File: src/rtl/lfsr_gen.sv
// Parametrised Fibonacci/Galois LFSR with step enable, seed load, zero-load
// protection and period measurement against the most recent reference seed.
module lfsr_gen #(
  parameter int unsigned           WIDTH = 8,
  parameter logic [WIDTH-1:0]      TAPS  = 8'hB8,
  parameter logic [WIDTH-1:0]      SEED  = {{(WIDTH-1){1'b0}}, 1'b1},
  parameter int unsigned           MODE  = 0
) (
  input  logic             clk,
  input  logic             rst,
  input  logic             en,
  input  logic             load,
  input  logic [WIDTH-1:0] seed_in,
  output logic [WIDTH-1:0] state,
  output logic             serial_out,
  output logic [WIDTH-1:0] step_cnt,
  output logic [WIDTH-1:0] period_len,
  output logic             period_pulse,
  output logic             lockup
);

  localparam logic [WIDTH-1:0] ONE = {{(WIDTH-1){1'b0}}, 1'b1};

  logic [WIDTH-1:0] state_q, state_d;
  logic [WIDTH-1:0] ref_q, ref_d;
  logic [WIDTH-1:0] cnt_q, cnt_d;
  logic [WIDTH-1:0] plen_q, plen_d;
  logic             pulse_q, pulse_d;
  logic             lock_q, lock_d;
  logic [WIDTH-1:0] nxt;

  always_comb begin
    nxt = '0;
    if (MODE == 0) begin
      nxt = {state_q[WIDTH-2:0], ^(state_q & TAPS)};
    end else begin
      nxt = {state_q[WIDTH-2:0], 1'b0} ^ (state_q[WIDTH-1] ? TAPS : '0);
    end
  end

  always_comb begin
    state_d = state_q;
    ref_d   = ref_q;
    cnt_d   = cnt_q;
    plen_d  = plen_q;
    pulse_d = 1'b0;
    lock_d  = 1'b0;
    if (load) begin
      // An all-zero seed would lock the register; fall back to SEED and flag it.
      cnt_d = '0;
      if (seed_in != '0) begin
        state_d = seed_in;
        ref_d   = seed_in;
      end else begin
        state_d = SEED;
        ref_d   = SEED;
        lock_d  = 1'b1;
      end
    end else if (en) begin
      state_d = nxt;
      if (nxt == ref_q) begin
        cnt_d   = '0;
        plen_d  = cnt_q + ONE;
        pulse_d = 1'b1;
      end else if (cnt_q != '1) begin
        cnt_d = cnt_q + ONE;
      end
    end
  end

  always_ff @(posedge clk) begin
    if (rst) begin
      state_q <= SEED;
      ref_q   <= SEED;
      cnt_q   <= '0;
      plen_q  <= '0;
      pulse_q <= 1'b0;
      lock_q  <= 1'b0;
    end else begin
      state_q <= state_d;
      ref_q   <= ref_d;
      cnt_q   <= cnt_d;
      plen_q  <= plen_d;
      pulse_q <= pulse_d;
      lock_q  <= lock_d;
    end
  end

  assign state        = state_q;
  assign serial_out   = state_q[WIDTH-1];
  assign step_cnt     = cnt_q;
  assign period_len   = plen_q;
  assign period_pulse = pulse_q;
  assign lockup       = lock_q;

endmodule

File: config.mk
export PLATFORM = sky130hd
export DESIGN_NAME = lfsr_gen
export DESIGN_NICKNAME = d
export VERILOG_FILES = /design/src/rtl/lfsr_gen.sv
export SDC_FILE = /design/constraint.sdc
export NUM_CORES = 1
export LEC_CHECK = 0
export ABC_AREA = 1
export CORE_UTILIZATION = 45
export DETAILED_ROUTE_END_ITERATION = 7
export PLACE_DENSITY_LB_ADDON = 0.12
export REMOVE_ABC_BUFFERS = 1
export SYNTH_ARGS = -nofsm -noshare
export SYNTH_HDL_FRONTEND = slang
export SYNTH_SLANG_ARGS = --single-unit
File: constraint.sdc
create_clock -name clk -period 1.25 [get_ports clk]
set_input_delay 0.1875 -clock clk [delete_from_list [all_inputs] [get_ports clk]]
set_output_delay 0.1875 -clock clk [all_outputs]
set_load 0.005 [all_outputs]
==> flow_metrics.py <==
metrics = {
    "placed_design": {
        "portBuffers": 38,
        "dp_cells": 380,
        "place_congestion": 0.901,
        "placed_area_mm2": 0.00247,
        "dpl.hpwl_mm": 3.41,
    },
    "clocking": {
        "cts_tree": "yes",
        "cts_sinks": 34,
        "hold_buffers": 0,
        "clockBufferDepth": 2,
        "path_clk_slew_ns": 0.07,
        "clock_tree.root_cell": "clkbuf_8",
        "cts-htree-levels": 2,
        "cts_made_buffers": 5,
        "clock_latency_ns": 0.29,
    },
    "routing": {
        "drt_wl_total_mm": 5.59,
        "drt_iter0_drc": 247,
        "dr_wl_met2_mm": 2.50,
        "drc": 0,
        "routed.top_layer": "met4",
        "wl_met3_um": 381,
        "via_count": 2030,
        "met1_length_mm": 2.54,
        "vias_per_cell": 5.15,
        "ant_nets": 0,
        "firstDrtPassIters": 4,
        "wl_per_cell_um": 14.2,
    },
    "sta": {
        "worst_pin_slew_ns": 0.284,
        "finalSetupViolations": 19,
        "finalCriticalPeriod_ns": 1.61,
        "fin_crit_sh": 1.29,
        "rsz0062_at_grt": "yes",
        "finalHoldViolCount": 0,
        "relSlewSlack": 0.810,
        "slew_viol_final": 0,
        "skew_ns": 0.0101,
        "max_clock_freq_mhz": 620,
        "tns_ns": -5.21,
        "fin_ws_ns": -0.362,
    },
    "critical_path": {
        "worstPathRequired_ns": 1.47,
        "start_kind": "flop",
        "path_cells": "buf_4, nand2_1, nand2_1, nand2_2, nand2_2, nand2_2, nand2_4, nand2_8, nor2_4, buf_4, o21ai_2, nor2_1",
        "critical_path_class": "flop to flop",
        "critPathMaxStageDelay_ns": 0.38,
        "cp_common_cell": "nand2_2",
        "slowest_stage": "dfxtp_4",
        "end_kind": "flop",
        "cp.arrival_ns": 1.84,
        "crit_fanout": 8,
    },
    "yosys": {
        "netlist_instances": 254,
        "synth_xor_area_frac": 0.0360,
        "synth_top_family_by_area": "simple AND/OR/NAND/NOR gates",
        "synth-adder-area-share": 0.00734,
        "synth_compound_area_frac": 0.0940,
        "synth-seq-cells": 34,
        "synth_seq_area_share": 0.399,
        "synthSimpleGateAreaFrac": 0.358,
        "syn_avg_cell_area_um2": 6.71,
        "ys_types": 26,
        "synthMuxAreaShare": 0,
        "synth_area_mm2": 0.00170,
        "synth_warnings": 0,
    },
    "cells_and_area": {
        "n_antenna_cell": 0,
        "syn2layout_area_growth_pct": 64.5,
        "final_area_mm2": 0.00280,
        "drive_gt1_frac": 0.368,
        "fin_cells": 394,
        "final_cell_mix": "63 x nand2_1, 55 x buf_4, 31 x nor2_1, 31 x inv_1, 24 x dlygate4sd2_1",
        "nNetsFinal": 361,
        "fillers": 244,
        "layout_commonest_cell": "nand2_1",
        "final_util": 0.808,
    },
    "outcome": {
        "violations": "negative setup slack",
        "status": "finished with violations",
    },
    "floorplan": {
        "pin_count": 39,
        "core_area_mm2": 0.00347,
        "dieWidth_um": 63.5,
        "rows": 21,
        "die_area_mm2": 0.00404,
        "dieHeight_um": 63.5,
        "start_util": 0.491,
    },
    "global_route": {
        "grt_pass1_wl_mm": 7.67,
        "grt_max_degree": 14,
        "grt_overflow_total": 0,
        "grtUsageTotal": 0.248,
        "antenna_found_initial": 0,
        "first_global_vias": 1662,
    },
    "pwr": {
        "leakagePower_uw": 0.00142,
        "peakVddDrop_uv": 881,
        "power.density_mw_per_mm2": 989,
    },
    "hold_path": {
        "hold_class": "flop to flop",
    },
    "run": {
        "cap_violations": 0,
    },
}
-- where the power goes --
group          internal (uW)  switching, uW  total [uW]  leakage [uW]
logic                    272            290         562       0.00108
registers               1130           40.6        1170      0.000286
clock network            638            401        1040     0.0000573
-- sequential cells by signal, indices dropped and copies added, names as in the netlist --
register	count
lockup	1
period_len	8
period_pulse	1
ref_q	8
state	8
step_cnt	8
-- final timing paths --
kind	startpoint	endpoint	slack, ns	depth (start not counted)
max	state[5]	period_len[3]	-0.36	12
min	period_len[2]	period_len[2]	0.49	2
max reg2reg	state[5]	period_len[3]	-0.36	12
min reg2reg	period_len[2]	period_len[2]	0.49	2
-- synthesized netlist by cell type, drive strengths merged --
master	count	area, um2
a21oi	3	18.8
a31oi	6	37.5
a32oi	1	8.76
buf	2	15.0
clkbuf	5	28.8
dfxtp	34	681
ha	1	12.5
inv	36	135
nand2	80	335
nand3	14	70.1
nand4	2	12.5
nor2	44	183
nor3	2	10.0
o21ai	11	55.1
o21bai	1	7.51
o22ai	4	25.0
o31ai	1	7.51
xnor2	3	26.3
xor2	4	35.0
-- logic make-up after synthesis --
kind of cell | Yosys count
flops | 34
compound gates | 27
fa+ha+maj | 1
xor+xnor | 7
buf+inv | 43
simple gates | 142
-- routing by layer --
layer,vias to the layer above,global-route usage
met5,-,0
met4,0,0.102
met3,19,0.0525
met2,99,0.359
met1,937,0.353
li1,975,-
-- metrics by stage --
stage / hold WS, ns / total power [uW] / worst slack (ns)
detailed placement: 0.478 / 1670 / -0.239
global placement: 0.469 / 1670 / -0.214
floorplan: 0.250 / 1390 / -0.103
global route: 0.511 / 2880 / -0.451
finish: 0.489 / 2770 / -0.362
CTS: 0.485 / 2700 / -0.213
-- area by class of cell --
cell class              instances  area (um2)  share of cell area
clock buffers                   6        82.6              0.0295
clock inverters                 1        30.0              0.0107
inverters                      36         143              0.0509
multi-input cells             177        1000               0.358
flip-flops and latches         34         709               0.253
well taps                      46        57.6              0.0205
repair buffers                 94         777               0.277
-- repair_timing --
item,in CTS,in global routing
gates resized for setup,66,34
hold endpoints to repair,0,0
setup endpoints to repair,44,21
setup buffers,2,5
pin swaps,5,17
-- worst max-delay path: cells and delay by family, from the launching register on --
kind                   cells  cell delay (ns)
AO/OA/AOI/OAI              1             0.05
buffers and inverters      2             0.26
flip-flops                 1             0.38
AND/OR/NAND/NOR            9             0.84
No activity file was read; power rests on OpenSTA's default activity.
